--- src/rtl/soml_encoder.sv ---
// rtl/soml_encoder.sv - SOML space-time codeword generator, two column beats per symbol
// Symbol index selects x1/x2; columns are built from sign/select logic on the held symbol.
module soml_encoder #(
  parameter int                 FRAME_LEN = 8,
  parameter logic signed [15:0] AMP       = 16'sh0080
) (
  input  logic                         clk,
  input  logic                         rst,
  input  logic                         in_valid,
  output logic                         in_ready,
  input  logic [3:0]                   in_sym,
  output logic                         out_valid,
  input  logic                         out_ready,
  output logic [63:0]                  out_col_r,
  output logic [63:0]                  out_col_i,
  output logic                         out_col,
  output logic                         out_last,
  output logic [$clog2(FRAME_LEN)-1:0] sym_cnt
);

  localparam int             CW       = $clog2(FRAME_LEN);
  localparam logic [CW-1:0]  LAST_IDX = CW'(FRAME_LEN - 1);
  localparam logic [15:0]    POS      = AMP;
  localparam logic [15:0]    NEG      = -AMP;

  typedef enum logic [1:0] {IDLE, C0, C1} state_t;

  state_t     state, state_nxt;
  logic [3:0] sym_hold;
  logic       in_hs;

  function automatic logic [15:0] tern(input logic pos, input logic neg);
    if (pos)      return POS;
    else if (neg) return NEG;
    else          return 16'h0000;
  endfunction

  // Returns {real, imag}; column 1 lane2 is -conj(x2), lane3 is x1 unconjugated.
  function automatic logic [127:0] column(input logic [3:0] s, input logic col);
    logic x1_rp, x1_rn, x1_ip, x1_in;
    logic x2_rp, x2_rn, x2_ip, x2_in;
    logic [63:0] r, i;
    x1_rp = (s[3:2] == 2'd0);
    x1_rn = (s[3:2] == 2'd1);
    x1_ip = (s[3:2] == 2'd2);
    x1_in = (s[3:2] == 2'd3);
    x2_rp = (s[1:0] == 2'd2);
    x2_rn = (s[1:0] == 2'd0);
    x2_ip = (s[1:0] == 2'd1);
    x2_in = (s[1:0] == 2'd3);
    if (!col) begin
      r = {POS, NEG, tern(x1_rp, x1_rn), tern(x2_rp, x2_rn)};
      i = {32'h0, tern(x1_ip, x1_in), tern(x2_ip, x2_in)};
    end else begin
      r = {POS, POS, tern(x2_rn, x2_rp), tern(x1_rp, x1_rn)};
      i = {32'h0, tern(x2_ip, x2_in), tern(x1_ip, x1_in)};
    end
    return {r, i};
  endfunction

  assign in_hs = in_valid && in_ready;

  always_ff @(posedge clk or posedge rst) begin
    if (rst) state <= IDLE;
    else     state <= state_nxt;
  end

  always_comb begin
    state_nxt = state;
    case (state)
      IDLE:    if (in_hs) state_nxt = C0;
      C0:      if (out_ready) state_nxt = C1;
      C1:      if (out_ready) state_nxt = in_valid ? C0 : IDLE;
      default: state_nxt = IDLE;
    endcase
  end

  always_comb begin
    out_valid = (state != IDLE);
    out_col   = (state == C1);
    out_last  = (state == C1) && (sym_cnt == LAST_IDX);
    in_ready  = !rst && ((state == IDLE) || ((state == C1) && out_ready));
  end

  always_ff @(posedge clk or posedge rst) begin
    if (rst) begin
      sym_hold  <= 4'h0;
      out_col_r <= 64'h0;
      out_col_i <= 64'h0;
      sym_cnt   <= '0;
    end else begin
      if (in_hs) begin
        sym_hold               <= in_sym;
        {out_col_r, out_col_i} <= column(in_sym, 1'b0);
      end else if (state == C0 && out_ready) begin
        {out_col_r, out_col_i} <= column(sym_hold, 1'b1);
      end
      if (state == C1 && out_ready)
        sym_cnt <= (sym_cnt == LAST_IDX) ? '0 : sym_cnt + 1'b1;
    end
  end

endmodule

--- config.mk ---
export PLATFORM = sky130hd
export DESIGN_NAME = soml_encoder
export DESIGN_NICKNAME = d
export VERILOG_FILES = /design/src/rtl/soml_encoder.sv
export SDC_FILE = /design/constraint.sdc
export NUM_CORES = 1
export LEC_CHECK = 0
export BUFFER_PORTS_ARGS = -buffer_cell sky130_fd_sc_hd__buf_2
export CAP_MARGIN = 20
export CORE_ASPECT_RATIO = 1.1
export CORE_MARGIN = 10
export CORE_UTILIZATION = 40
export CTS_BUF_LIST = sky130_fd_sc_hd__clkbuf_4 sky130_fd_sc_hd__clkbuf_8
export DETAILED_ROUTE_END_ITERATION = 10
export GPL_TIMING_DRIVEN = 0
export PLACE_DENSITY = 0.82
export SETUP_SLACK_MARGIN = 0.1
export SKIP_LAST_GASP = 1
export SYNTH_ARGS = -nofsm -noshare
export SYNTH_HDL_FRONTEND = slang
export SYNTH_SLANG_ARGS = --single-unit
export TNS_END_PERCENT = 100
--- constraint.sdc ---
create_clock -name clk -period 2.35 [get_ports clk]
set_clock_uncertainty 0.15 [all_clocks]
set_input_delay 0.47 -clock clk [delete_from_list [all_inputs] [get_ports clk]]
set_output_delay 0.47 -clock clk [all_outputs]
set_load 0.02 [all_outputs]
-- Word-level counts from Yosys, hierarchy flattened
Cells that the tools add are included.
- reductions and logical operators: 15
- muxes and demuxes: 26
- equal/unequal tests: 18
- add/subtract/negate cells: 1
- operators by type and width (kind ; number):
    2-to-1 mux 16 bit ; 16
    2-to-1 mux 64 bit ; 4
    == test 2 bit, second input constant ; 9
    == test 2 x 1 -> 1 bit, second input constant ; 5
    logical NOT 2 bit ; 5
    2-to-1 mux 2 bit ; 3
    != test 2 bit, second input constant ; 3
    case mux 2 bit (3 select lines) ; 1
    logical AND 1 bit ; 5
    nonzero test 2 bit ; 2
    adder 3 x 1 -> 3 bit, second input constant ; 1
    == test 3 bit, second input constant ; 1
    2-to-1 mux 3 bit ; 1
    AND reduction 3 bit ; 1
    logical NOT 1 bit ; 1
    logical OR 1 bit ; 1
    2-to-1 mux 1 bit ; 1
- bits in registers: 137
- word-level logic and storage cells: 65
- bits of input ports: 8
- output and inout port bits: 135

-- Longest topological paths before layout
- depth in word-level cells: 7
- depth in mapped cells: 6
- mapped depth without buffers: 4

-- Least setup slack after synthesis
Ideal clock, no wire load.
- path type: register to output
- from: reg state[0]
- to: out out_last
- arrival: 1.224 ns
- buffers on the path: 1
- data required time: 1.730 ns
- setup slack: 0.506 ns
- cell stages (with the launch flop): 4
- cells stage by stage: dfrtp_1 -> buf_6 -> nor2b_1 -> and2_1
- cells in the longest elaborated chain, start to end: 2
- ends and longest elaborated chain (item ; RTL line ; source):
    start, declared ; 28 ; state_t state, state_nxt;
    start signal, assigned ; 65 ; else state <= state_nxt;
    == test 2 bit ; n/a ;
    via out_col ; 16 ; output logic out_col,
    logical AND 1 bit ; 81 ; out_last = (state == C1) && (sym_cnt == LAST_IDX);
    end, declared ; 17 ; output logic out_last,
The timed path passes the listed nets, and every way through them passes these cells.

-- Worst setup path after layout
- from: reg state[1]
- to: out in_ready
- cells in the longest elaborated chain, start to end: 4
- elaborated cells on any way between the ends: 5
- those cells by class: eq/ne (1); reduce/logical (4)
- ends and longest elaborated chain (item ; RTL line ; source):
    == test 2 bit ; 82 ; in_ready = !rst && ((state == IDLE) || ((state == C1) && out_ready));
    logical AND 1 bit ; 82 ;
    logical OR 1 bit (*) ; 82 ;
    logical AND 1 bit (*) ; 82 ;
    end, declared ; 10 ; output logic in_ready,
Every way passes the cells marked *; elsewhere a longest branch is shown, timed or not.

==> reports/metrics.yaml <==
status: "finished clean"
crit_fanout: 8
synth_area_um2: 1830
nets: 362
slew_headroom: 0.448
ctsHoldBuffers: 0
min_period_over_period: 0.852
cap_violations: 0
clock_path_buffers: 2
drt-initial-drc-count: 96
hold_violations: 0
crit_path_start_kind: "flip-flop"
endpoint_kind: "primary output"
drv_slew: 0
row_count: 25
dp_slack_ns: 0.258
drt-wirelength-per-cell_um: 11.1
synth_edf_count: 0
async_flop_share: 1.00
synthFlopType: "dfrtp_1"
antennaDiodeCount: 0
cts_setup_buffers: 0
num_io_pins: 143
drive_gt1_frac: 0.558
grt_usage: 0.111
tightest_slew_ns: 0.826
clk-insertion-delay-late_ns: 0.25
areaGrowthSynthToFinish_pct: 39.2
ir_worst_vdd_mv: 0.393
max_freq_mhz: 500
grt_max_degree: 20
cts_resized: 0
firstDrtPassIters: 4
cts_tree: "done"
crit_type: "reg2out"
synth_largest_area_cell: "buf_4"
grt_pass1_vias: 1453
hp-class: "in2async"
arrival_ns: 1.38
crit_chain: "nor2b_1 -> nor3_1 -> buf_2"
synth_top_area_share: 0.484
antenna_found_initial: 0
clockRootBuffer: "clkbuf_8"
die_w_um: 84.5
cts-htree-levels: 1
syn_area_per_cell_um2: 8.89
path_clk_slew_ns: 0.07
ys_seq_area_frac: 0.260
layout.cells.most_common_list: "buf_4 (118), conb_1 (82), buf_2 (61)"
ys_ff_latch: 19
numCtsBuffers: 3
finalWorstSetupSlack_ns: 0.348
crit_required_ns: 1.73
rsz0062_at_grt: "false"
core_um2: 4380
vias: 1467
io_buffers: 60
yosysWarningCount: 0
synth_cells: 206
die_h_um: 91.0
route.detailed.drc: 0
cp_slowest_stage_delay_ns: 0.44
final_antenna_net_count: 0
drt-total-wl_um: 4510
clock-sinks: 19
fin_setup_tns_ns: 0
powerDensity_nw_per_um2: 1160
dp_hpwl_um: 4060
viasPerCell: 3.62
gr-total-overflow: 0
postLayoutCoreUtil: 0.582
power_mw: 2.96
finalSetupViolCount: 0
leakage_nw: 1.55
routabilityCongestion: 0.840
die-area_um2: 7690
slowest_stage: "nor2b_1"
mostFrequentLayoutCell: "buf_4"
yosysUniqueCellTypes: 36
finalCriticalPeriod_ns: 2.00
ys_top_cells_by_area: "buf_4 (48%), dfrtp_1 (26%), mux2_2 (3.1%)"
grt_pass1_wl_um: 7210
start_util: 0.418
-- where the power goes --
part	internal, mW	total [mW]	switching [mW]
combinational	0.938	2.08	1.14
sequential	0.479	0.646	0.167
clock	0.118	0.230	0.112
total	1.54	2.96	1.42
-- critical path: cells and delay by family (launching register included) --
kind | cells | cell delay (ns)
AND/OR/NAND/NOR | 2 | 0.52
flip-flops | 1 | 0.43
buffers and inverters | 1 | 0.18
-- per-stage QoR --
| stage | instances | cell area (µm²) | hold WS (ns) |
|---|---|---|---|
| final | 405 | 2550 | 0.226 |
| after global routing | 405 | 2550 | 0.291 |
| after CTS | 405 | 2550 | 0.252 |
| after detailed placement | 401 | 2500 | 0.342 |
| after global placement | 401 | 2500 | 0.338 |
| after floorplan | 287 | 2140 | 0.271 |
-- synthesized netlist by cell type, drive strengths merged (2+ instances only) --
cell	number
clkbuf	3
nor4b	3
nand3	3
a31o	2
nand4	2
a31oi	6
o211ai	2
nor4	6
nor2b	4
ha	2
dfrtp	19
o21ai	6
or2	2
mux2	5
buf	120
inv	3
nand2	4
-- path summary, 6_finish.rpt --
path / startpoint / end / slack [ns] / cells past startpoint
min in group clk: in_valid / state[0] / 0.35 / 3
worst max register to register: state[1] / out_col_r[7] / 0.40 / 4
worst min-delay path: rst / sym_hold[3] / 0.23 / 2
worst max-delay path: state[1] / in_ready / 0.35 / 3
worst min register to register: out_col_r[39] / out_col_r[39] / 0.35 / 1
max in group asynchronous: rst / state[0] / 1.36 / 2
-- registers in the layout, indices dropped and copies added, names as in the netlist --
signal     cells
sym_cnt        3
out_col_r      6
sym_hold       4
state          2
out_col_i      4
-- logic make-up (layout without fill, tap and decap cells) --
logic type	count (synthesis)	after routing	share of synthesized area
flops	19	19	0.260
buf+inv	126	190	0.505
other cells	1	82	0.00205
mux	5	5	0.0307
compound gates	18	18	0.0615
fa+ha+maj	2	2	0.0137
simple gates	35	35	0.127
-- layer usage --
metal | vias up | wire [µm] | global-route usage
li1 | 777 | - | -
met1 | 595 | 1620 | 0.103
met2 | 91 | 2090 | 0.191
met3 | 4 | 742 | 0.0697
met4 | 0 | 61 | 0.0412
met5 | - | 0 | 0
-- layout make-up --
type	count	area [µm²]
Multi-Input combinational cell	142	734
Buffer	123	915
Fill cell	398	1830
Tap cell	54	67.6
Timing Repair Buffer	60	300
Clock inverter	1	5.00
Inverter	3	11.3
Sequential cell	19	475
Clock buffer	3	41.3
No activity file was read; power rests on OpenSTA's default activity.
